<file path="config.mk">
export PLATFORM = sky130hd
export DESIGN_NAME = conv_mem_arb
export DESIGN_NICKNAME = d
export VERILOG_FILES = /design/src/rtl/conv_pkg.sv /design/src/rtl/conv_rr_pick.sv /design/src/rtl/conv_mem_arb.sv
export SDC_FILE = /design/constraint.sdc
export NUM_CORES = 1
export LEC_CHECK = 0
export CORE_ASPECT_RATIO = 1.5
export CORE_MARGIN = 5
export CORE_UTILIZATION = 39
export CTS_BUF_LIST = sky130_fd_sc_hd__clkbuf_4 sky130_fd_sc_hd__clkbuf_8
export DETAILED_ROUTE_END_ITERATION = 16
export PLACE_DENSITY = 0.95
export SKIP_CTS_REPAIR_TIMING = 1
export SYNTH_ARGS = -nofsm -noshare
export SYNTH_HDL_FRONTEND = slang
export SYNTH_SLANG_ARGS = --single-unit
export TNS_END_PERCENT = 20
</file>
<file path="constraint.sdc">
create_clock -name clk -period 3.8 [get_ports clk]
set_clock_uncertainty 0.05 [all_clocks]
set_input_delay 0.38 -clock clk [delete_from_list [all_inputs] [get_ports clk]]
set_output_delay 0.38 -clock clk [all_outputs]
set_load 0.03 [all_outputs]
</file>
<file path="src/rtl/conv_pkg.sv">
// conv_pkg: shared types and constants for the convolution memory arbiter.
//   owner_t      - which requester currently owns the memory port
//   arb_state_t  - arbiter FSM states
//   CONV_ADDR_W  - memory word-address width
//   CONV_BLEN_W  - width of the burst-length-minus-one fields
//   beat_total() - number of beats in a burst given its blen field
package conv_pkg;

  localparam int unsigned CONV_ADDR_W = 28;
  localparam int unsigned CONV_BLEN_W = 6;

  typedef enum logic [1:0] {
    OWN_RD,
    OWN_WR,
    OWN_HST
  } owner_t;

  typedef enum logic [2:0] {
    IDLE,
    GRANT,
    BURST,
    DRAIN,
    DONE
  } arb_state_t;

  // blen encodes length-1; one extra bit so 64 beats fits.
  function automatic logic [CONV_BLEN_W:0] beat_total(input logic [CONV_BLEN_W-1:0] blen);
    return {1'b0, blen} + {{CONV_BLEN_W{1'b0}}, 1'b1};
  endfunction

endpackage

</file>
<file path="src/rtl/conv_rr_pick.sv">
// conv_rr_pick: combinational two-way round-robin selector between the
// conv read and write requesters.
//   rd_req, wr_req - pending requests
//   last_own       - owner of the previous rd/wr burst
//   any_req        - at least one request is pending
//   winner         - selected owner (OWN_RD or OWN_WR)
// A lone requester always wins; on a tie the side that did not go last wins.
module conv_rr_pick
  import conv_pkg::*;
(
  input  logic   rd_req,
  input  logic   wr_req,
  input  owner_t last_own,
  output logic   any_req,
  output owner_t winner
);

  always_comb begin
    any_req = rd_req | wr_req;
    winner  = OWN_RD;
    if (wr_req && (!rd_req || last_own == OWN_RD)) begin
      winner = OWN_WR;
    end
  end

endmodule

</file>
<file path="src/rtl/conv_mem_arb.sv">
// conv_mem_arb: shares the single external memory port between the conv read
// block, the conv write block and, when CONV_MEM_ARB_HOST_EN is defined, the
// system-top loader (host). One burst owner at a time; the burst is driven
// beat-by-beat and read data is broadcast on rdata.
//   clk, rst_n                       - clock, async active-low reset
//   rd_req/addr/blen, rd_gnt/rvalid/done
//                                    - read-block burst port
//   wr_req/addr/blen/wdata, wr_gnt/ack/done
//                                    - write-block burst port
//   hst_* (CONV_MEM_ARB_HOST_EN only)- host burst port, direction by hst_we,
//                                      absolute priority
//   rdata                            - read data (mem_rdata passthrough)
//   mem_en/we/addr/wdata, mem_rdy    - memory beat request side
//   mem_rvalid, mem_rdata            - in-order read returns
//   arb_err                          - sticky: read return with none outstanding
module conv_mem_arb
  import conv_pkg::*;
#(
  parameter int unsigned word_len = 32,
  parameter int unsigned addr_w   = CONV_ADDR_W
) (
  input  logic                   clk,
  input  logic                   rst_n,
  input  logic                   rd_req,
  input  logic [addr_w-1:0]      rd_addr,
  input  logic [CONV_BLEN_W-1:0] rd_blen,
  output logic                   rd_gnt,
  output logic                   rd_rvalid,
  output logic                   rd_done,
  input  logic                   wr_req,
  input  logic [addr_w-1:0]      wr_addr,
  input  logic [CONV_BLEN_W-1:0] wr_blen,
  input  logic [word_len-1:0]    wr_wdata,
  output logic                   wr_gnt,
  output logic                   wr_ack,
  output logic                   wr_done,
`ifdef CONV_MEM_ARB_HOST_EN
  input  logic                   hst_req,
  input  logic [addr_w-1:0]      hst_addr,
  input  logic [CONV_BLEN_W-1:0] hst_blen,
  input  logic                   hst_we,
  input  logic [word_len-1:0]    hst_wdata,
  output logic                   hst_gnt,
  output logic                   hst_ack,
  output logic                   hst_rvalid,
  output logic                   hst_done,
`endif
  output logic [word_len-1:0]    rdata,
  output logic                   mem_en,
  output logic                   mem_we,
  output logic [addr_w-1:0]      mem_addr,
  output logic [word_len-1:0]    mem_wdata,
  input  logic                   mem_rdy,
  input  logic                   mem_rvalid,
  input  logic [word_len-1:0]    mem_rdata,
  output logic                   arb_err
);

  localparam int unsigned CW = CONV_BLEN_W + 1;

  arb_state_t             state, state_nxt;
  owner_t                 owner_q, last_q, pick_own, sel_own;
  logic                   pick_any, sel_any, sel_we;
  logic [addr_w-1:0]      sel_addr;
  logic [CONV_BLEN_W-1:0] sel_blen, blen_q;
  logic [CW-1:0]          beats, issued_q, returned_q, issued_nxt, returned_nxt;
  logic                   beat_ok, rv_ok;

  conv_rr_pick u_pick (
    .rd_req   (rd_req),
    .wr_req   (wr_req),
    .last_own (last_q),
    .any_req  (pick_any),
    .winner   (pick_own)
  );

  // Host override sits outside the round-robin so it never moves the pointer.
  always_comb begin
    sel_any = pick_any;
    sel_own = pick_own;
`ifdef CONV_MEM_ARB_HOST_EN
    if (hst_req) begin
      sel_any = 1'b1;
      sel_own = OWN_HST;
    end
`endif
    sel_addr = rd_addr;
    sel_blen = rd_blen;
    sel_we   = 1'b0;
    if (sel_own == OWN_WR) begin
      sel_addr = wr_addr;
      sel_blen = wr_blen;
      sel_we   = 1'b1;
    end
`ifdef CONV_MEM_ARB_HOST_EN
    if (sel_own == OWN_HST) begin
      sel_addr = hst_addr;
      sel_blen = hst_blen;
      sel_we   = hst_we;
    end
`endif
  end

  assign rdata = mem_rdata;
  assign beats = beat_total(blen_q);

  // Returns are accepted only for a read burst still short of its beat total;
  // anything else is a stray return.
  always_comb begin
    beat_ok      = (state == BURST) && mem_rdy;
    rv_ok        = mem_rvalid && !mem_we && (state == BURST || state == DRAIN) &&
                   (returned_q != beats);
    issued_nxt   = issued_q + CW'(beat_ok);
    returned_nxt = returned_q + CW'(rv_ok);
  end

  always_ff @(posedge clk or negedge rst_n) begin
    if (!rst_n) begin
      state      <= IDLE;
      owner_q    <= OWN_RD;
      last_q     <= OWN_WR;
      blen_q     <= '0;
      issued_q   <= '0;
      returned_q <= '0;
      mem_addr   <= '0;
      mem_we     <= 1'b0;
      arb_err    <= 1'b0;
    end else begin
      state <= state_nxt;
      if (mem_rvalid && !rv_ok) begin
        arb_err <= 1'b1;
      end
      if (state == IDLE && sel_any) begin
        owner_q  <= sel_own;
        blen_q   <= sel_blen;
        mem_addr <= sel_addr;
        mem_we   <= sel_we;
        if (sel_own != OWN_HST) begin
          last_q <= sel_own;
        end
      end
      if (state == GRANT) begin
        issued_q   <= '0;
        returned_q <= '0;
      end else begin
        issued_q   <= issued_nxt;
        returned_q <= returned_nxt;
      end
      if (beat_ok) begin
        mem_addr <= mem_addr + addr_w'(1);
      end
    end
  end

  always_comb begin
    state_nxt = state;
    rd_gnt    = 1'b0;
    rd_rvalid = 1'b0;
    rd_done   = 1'b0;
    wr_gnt    = 1'b0;
    wr_ack    = 1'b0;
    wr_done   = 1'b0;
    mem_en    = 1'b0;
    mem_wdata = '0;
`ifdef CONV_MEM_ARB_HOST_EN
    hst_gnt    = 1'b0;
    hst_ack    = 1'b0;
    hst_rvalid = 1'b0;
    hst_done   = 1'b0;
`endif
    case (state)
      IDLE: begin
        if (sel_any) state_nxt = GRANT;
      end
      GRANT: begin
        state_nxt = BURST;
        rd_gnt    = (owner_q == OWN_RD);
        wr_gnt    = (owner_q == OWN_WR);
`ifdef CONV_MEM_ARB_HOST_EN
        hst_gnt   = (owner_q == OWN_HST);
`endif
      end
      BURST: begin
        mem_en = 1'b1;
        if (owner_q == OWN_WR) begin
          wr_ack    = mem_rdy;
          mem_wdata = wr_wdata;
        end
`ifdef CONV_MEM_ARB_HOST_EN
        if (owner_q == OWN_HST && mem_we) begin
          hst_ack   = mem_rdy;
          mem_wdata = hst_wdata;
        end
`endif
        if (beat_ok && issued_nxt == beats) begin
          state_nxt = (mem_we || returned_nxt == beats) ? DONE : DRAIN;
        end
      end
      DRAIN: begin
        if (returned_nxt == beats) state_nxt = DONE;
      end
      DONE: begin
        state_nxt = IDLE;
        rd_done   = (owner_q == OWN_RD);
        wr_done   = (owner_q == OWN_WR);
`ifdef CONV_MEM_ARB_HOST_EN
        hst_done  = (owner_q == OWN_HST);
`endif
      end
      default: state_nxt = IDLE;
    endcase
    rd_rvalid  = rv_ok && (owner_q == OWN_RD);
`ifdef CONV_MEM_ARB_HOST_EN
    hst_rvalid = rv_ok && (owner_q == OWN_HST);
`endif
  end

endmodule

</file>
==> results by group, run 1 <==
Status
  – Outcome: complete, no violations

Global routing
  – Total GRT Usage: 19.6%
  – First-pass GRT wire length: 19,200 um
  – Initial antenna violation count: 0
  – Total grt overflow: 0
  – Vias in the first global route: around 3,800
  – Largest net degree at the start of global routing: 47

Setup path
  – CP endpoint kind: register
  – Crit path max-delay cell type: dfrtp_1
  – Worst EP required: between 3000 and 4000 ps
  – Start point of the critical path: blen_q[1]
  – Crit path largest cell delay: 440 ps
  – Levels on crit path: 15
  – Reg2reg start: blen_q[1]
  – Crit path max-delay family: simple AND/OR/NAND/NOR gates
  – Crit Path Max Fanout: 4
  – Cell Chain, Critical Path: ha_1 -> nand3_1 -> xor2_2 -> xnor2_1 -> nor3_1 -> a311oi_2 -> and2_1 -> ha_1 -> ha_1 -> nand3_1 -> xor2_2 -> xor2_1 -> nor4_1 -> nand4_1 -> a221o_1
  – CP endpoint: state[1]
  – WP data arrival: 3730 ps
  – Critical Path Most Common Cell: ha_1
  – R2R Setup Slk: 230 ps
  – End of the worst register-to-register path: state[1]
  – Critical Path Start Type: register
  – CP Class: register to register
  – Bufs and invs on worst path: 0
  – Worst R2R Path Depth: 15

STA
  – Slew @ Worst Pin: 869 ps
  – Fmax: about 0.28 GHz
  – Post-Route Setup TNS: 0 ps
  – Rel. slew slack: 41.9%
  – Period utilization: 93.9%
  – Final hold vios: 0
  – Period minus WS final: 3570 ps
  – Final Max Slew Viols: 0
  – RSZ-0062 raised after global routing: no
  – Final setup viols: 0

Cells and area
  – Area grow syn2layout: 44.5%
  – Commonest non-fill, non-tap cells in the layout: clkdlybuf4s50_1, nand2_1, dfrtp_1
  – Register area: 1350 sq um
  – Proportion of layout cells with a drive suffix above 1: around 7.4%
  – Area of the multi-input gates: ~2200 sq um
  – Antenna Cells: 0
  – Fin nets: 712
  – Most common cell after layout, fill and taps aside: clkdlybuf4s50_1
  – Layout fillers: ~830

Power
  – Pwr/cell area: 755 nW/um^2
  – Peak VDD IR: 0.493 mV
  – LEAKAGE: 2.30 nW
  – Overall power: roughly 0.0042 W

Worst hold path
  – Min-delay worst type: input pin to async pin

CTS
  – Reg clk slew, reported paths: between 100 and 150 ps
  – Root Buffer: clkbuf_8
  – Clock Path Buffers: 2
  – Depth of the CTS H-tree: 2
  – CTS Buf Count: 5
  – CTS Sinks: 54
  – Clk_lat worst skew: 320 ps
  – CTS tree: yes

Detailed routing
  – Vias: approximately 3,800
  – Uppermost layer routed: met4
  – DRT Pass-1 Iters: 4
  – DRC Markers: 0
  – Met1 wire length: 4410 um
  – Routed wl met3: 777 um
  – DRT antenna net count: 0
  – Met2 WL post-DR: 6510 um
  – Initial DRC count: 119
  – Via/cell ratio: 5.50
  – Routed len/inst: 18.0 um
  – Final wirelength: about 12,000 um

Die
  – Die Ht: 132 um
  – Initial Utilization: 39.9%
  – Die footprint: 12,100 sq um
  – # IOs: between 200 and 250
  – Die span in x: 91.5 um
  – CORE AREA: 9740 sq um
  – Std-Cell Rows: 44

Synth
  – Leading area contributor after synthesis: dfrtp_1
  – Post-synth EDFFs: 0
  – Ys flop type: dfrtp_1
  – Synth cell types: 49
  – FF+latch count, synth: 54
  – Post-synthesis instance total: about 430
  – Dominant cells by area after synthesis: dfrtp_1, buf_4, and2_1
  – Area fraction of the dominant cell type after synthesis: 34.1%
  – Syn Area/Cell: 8.96 sq um
  – Sequential cell area fraction in the yosys report: 34.8%
  – Async SR Flop Fraction: 100%
  – Warnings from Yosys: 0
  – Syn nets: 578
  – Cell Area, Synth: approximately 3900 sq um

Flow run
  – Maxcap violations: 0

Placement
  – IO Port Bufs: 174
  – Post-DP HPWL: 9890 um
  – GP Congestion: approximately 0.87
-- worst min-delay path by stage --
stage,end,slack (ps),depth (start not counted)
after global routing,returned_q[2],80,1
after floorplan,arb_err,30,0
after detailed placement,returned_q[2],400,1
after CTS,returned_q[2],40,1
final,returned_q[2],20,1
after global placement,returned_q[1],400,1
-- through the flow --
step | hold WS [ps] | area (sq um) | cells | util, % | setup WS [ps]
final | 21.4 | 5620 | 684 | 57.6 | 231
after global routing | 78.3 | 5620 | 684 | 57.6 | 0.0115
after CTS | 41.7 | 5560 | 680 | 57.1 | 80.8
after detailed placement | 403 | 5450 | 672 | 55.9 | 90.9
after global placement | 399 | 5450 | 672 | 55.9 | 311
after floorplan | 34.4 | 3890 | 434 | - | 562
-- sequential cells by signal, summed over array words and instances (netlist names) --
register and flops:
mem_addr 28, returned_q 7, arb_err 1, state 3
blen_q 6, last_q 1, mem_we 1, issued_q 7
-- cell families after synthesis --
| kind of cell | after synthesis | synth area share, % |
|---|---|---|
| flops | 54 | 34.8 |
| simple gates | 196 | 27.7 |
| mux | 10 | 2.57 |
| compound gates | 73 | 14.6 |
| buf+inv | 59 | 9.66 |
| fa+ha+maj | 6 | 1.93 |
| xor+xnor | 36 | 8.69 |
-- report_power, final --
part | internal [W] | switching, W | total (W)
Combinational | 0.00120 | 0.00147 | 0.00267
Clock | 0.000201 | 0.000212 | 0.000413
Sequential | 0.000825 | 0.000336 | 0.00116
-- routing by layer --
| metal | vias up | global-route usage [%] |
|---|---|---|
| li1 | 1771 | - |
| met1 | 1781 | 20.8 |
| met2 | 159 | 35.3 |
| met3 | 53 | 3.94 |
| met4 | 0 | 11.2 |
| met5 | - | 0 |
-- worst reg2reg max path, stage by stage (launching register included) --
cell and delay, ps:
dfrtp_1 440, ha_1 230, nand3_1 130, xor2_2 270, xnor2_1 170, nor3_1 80, a311oi_2 270, and2_1 180
ha_1 180, ha_1 240, nand3_1 140, xor2_2 180, xor2_1 160, nor4_1 190, nand4_1 210, a221o_1 340
-- synthesized netlist by cell type (11+ instances only) --
cell / instances
nand2_1: 53
nor2_1: 21
nand3_1: 18
a211oi_1: 15
xor2_1: 22
and2_1: 39
buf_4: 35
a311oi_1: 17
dfrtp_1: 53
buf_2: 12
xnor2_1: 11
and3_1: 27
-- layout make-up --
type	instances	share of cell area [%]
clock buffers	5	1.23
clock inverters	3	0.869
inverters	2	0.134
multi-input cells	321	38.9
flip-flops and latches	54	24.1
well taps	115	2.56
repair buffers	184	32.3
Note: power is estimated with default switching activity, not from simulation.
==> run 2, diff against run 1 <==
--- a/config.mk
+++ b/config.mk
@@ -5,11 +5,12 @@
 export SDC_FILE = /design/constraint.sdc
 export NUM_CORES = 1
 export LEC_CHECK = 0
-export CORE_ASPECT_RATIO = 1.5
+export CORE_ASPECT_RATIO = 1.25
 export CORE_MARGIN = 5
-export CORE_UTILIZATION = 39
+export CORE_UTILIZATION = 40
 export CTS_BUF_LIST = sky130_fd_sc_hd__clkbuf_4 sky130_fd_sc_hd__clkbuf_8
 export DETAILED_ROUTE_END_ITERATION = 16
+export HOLD_SLACK_MARGIN = 0.1
 export PLACE_DENSITY = 0.95
 export SKIP_CTS_REPAIR_TIMING = 1
 export SYNTH_ARGS = -nofsm -noshare
==> constraint.sdc (replaced) <==
create_clock -name clk -period 4.6 [get_ports clk]
set_clock_uncertainty 0.05 [all_clocks]
set_input_delay 0.46 -clock clk [delete_from_list [all_inputs] [get_ports clk]]
set_output_delay 0.46 -clock clk [all_outputs]
set_load 0.03 [all_outputs]
==> results by group, run 2 (synthesized netlist as in run 1, its figures left out) <==
CTS
  – CTS Sinks: 54
  – CTS Buf Count: 5
  – Depth of the CTS H-tree: 2
  – Root Buffer: clkbuf_8
  – Reg clk slew, reported paths: about 110 ps
  – CTS tree: yes
  – Clk_lat worst skew: 320 ps
  – Clock Path Buffers: 2

Setup path
  – R2R Setup Slk: about 600 ps
  – Worst EP required: 4770 ps
  – Crit Path Max Fanout: 7
  – CP Class: register to register
  – Reg2reg start: blen_q[0]
  – CP endpoint kind: register
  – WP data arrival: 4160 ps
  – Critical Path Start Type: register
  – Worst R2R Path Depth: 14
  – End of the worst register-to-register path: state[1]

Global routing
  – Vias in the first global route: 3,888
  – Total grt overflow: 0
  – GR Layer Usage met3: 4.21%
  – Total GRT Usage: 19.9%
  – First-pass GRT wire length: 19,300 um
  – Global Route met2 Usage: ~36%
  – GR peak layer: met2
  – M1 GR Usage: 22.0%
  – Initial antenna violation count: 0
  – Largest net degree at the start of global routing: 62

Cells and area
  – Max reg flops: 28
  – Most common cell after layout, fill and taps aside: clkdlybuf4s50_1
  – Area of the multi-input gates: 2160 sq um
  – Fin nets: 706
  – Commonest non-fill, non-tap cells in the layout: clkdlybuf4s50_1, nand2_1, dfrtp_1
  – Register area: 1350 sq um
  – Antenna Cells: 0
  – Proportion of layout cells with a drive suffix above 1: between 5 and 6%
  – Biggest register: mem_addr
  – Area grow syn2layout: 43.1%
  – Layout fillers: 830
  – Largest regs: mem_addr (28), issued_q (7), returned_q (7)

Placement
  – IO Port Bufs: 174
  – Worst slack at placement: 697 ps
  – Post-DP HPWL: 9560 um
  – GP Congestion: 0.835

Flow run
  – Maxcap violations: 0

Status
  – Outcome: complete, no violations

Detailed routing
  – Initial DRC count: 142
  – DRT antenna net count: 0
  – Via/cell ratio: 5.50
  – Vias: around 3,800
  – Routed len/inst: 17.6 um
  – Final wirelength: 12,100 um
  – DRC Markers: 0
  – DRT Pass-1 Iters: 4

Power
  – Peak VDD IR: between 0.3 and 0.4 mV
  – Pwr/cell area: 617 nW/um^2
  – LEAKAGE: between 2 and 2.5 nW

STA
  – Fmax: 0.250 GHz
  – Rel. slew slack: 26.7%
  – RSZ-0062 raised after global routing: no
  – Period utilization: 86.9%
  – Final hold vios: 0
  – Post-Route Setup TNS: 0 ps
  – Period minus WS final: 4000 ps
  – Final setup viols: 0
  – Final WS setup: 602 ps
  – Final Max Slew Viols: 0
  – Slew @ Worst Pin: 1100 ps

Die
  – CORE AREA: around 9600 sq um
  – Std-Cell Rows: 40
  – Die footprint: 11,800 sq um
  – Die span in x: 98.2 um
  – # IOs: 239
  – Die Ht: 120 um
  – Initial Utilization: 40.7%

Worst hold path
  – Min-delay worst type: input pin to async pin
run 2: critical path, cell delays in order, from the launching register on:
cell      delay, ps
dfrtp_1         500
ha_1            280
xnor2_1         350
xor2_1          200
nand3_1         110
nor3_1          200
a311oi_1        180
and2_1          200
ha_1            220
ha_1            250
xnor2_1         270
xor2_1          120
nor4_1          430
nand4_1         210
a221o_1         320
run 2: per-layer routing:
layer / vias up / part of all wire (%)
met5: - / 0
met4: 0 / 3.2
met3: 39 / 6.7
met2: 176 / 53
met1: 1809 / 37
li1: 1763 / -
run 2: how the worst max path moves through the flow:
| stage | from | to | cells after the start |
|---|---|---|---|
| final | blen_q[0] | state[1] | 14 |
| after global placement | blen_q[0] | state[1] | 14 |
| after global routing | blen_q[0] | state[1] | 15 |
| after floorplan | blen_q[1] | state[1] | 14 |
| after CTS | blen_q[0] | state[1] | 14 |
| after detailed placement | blen_q[0] | state[1] | 14 |
run 2: through the flow:
| step | area, sq um | power [W] | utilization, % | hold slack, ps | std cells |
|---|---|---|---|---|---|
| global route | 5560 | 0.00366 | 58.2 | 271 | 689 |
| detailed placement | 5450 | 0.00310 | 57.0 | 422 | 681 |
| CTS | 5560 | 0.00344 | 58.2 | 235 | 689 |
| global placement | 5450 | 0.00301 | 57.0 | 418 | 681 |
| floorplan | 3890 | 0.00236 | - | 114 | 434 |
| finish | 5560 | 0.00343 | 58.2 | 202 | 689 |
run 2: layout make-up:
type                            instances  area share (%)
Multi-Input combinational cell        321            38.9
Timing Repair Buffer                  178            31.8
Sequential cell                        54            24.3
Tap cell                              126            2.83
Clock buffer                            6            1.37
Clock inverter                          2           0.697
Inverter                                2           0.135
run 2: report_power, final:
part	switching (W)	total, W	internal [W]
clock network	0.000166	0.000335	0.000170
logic	0.00120	0.00214	0.000940
registers	0.000277	0.000958	0.000681
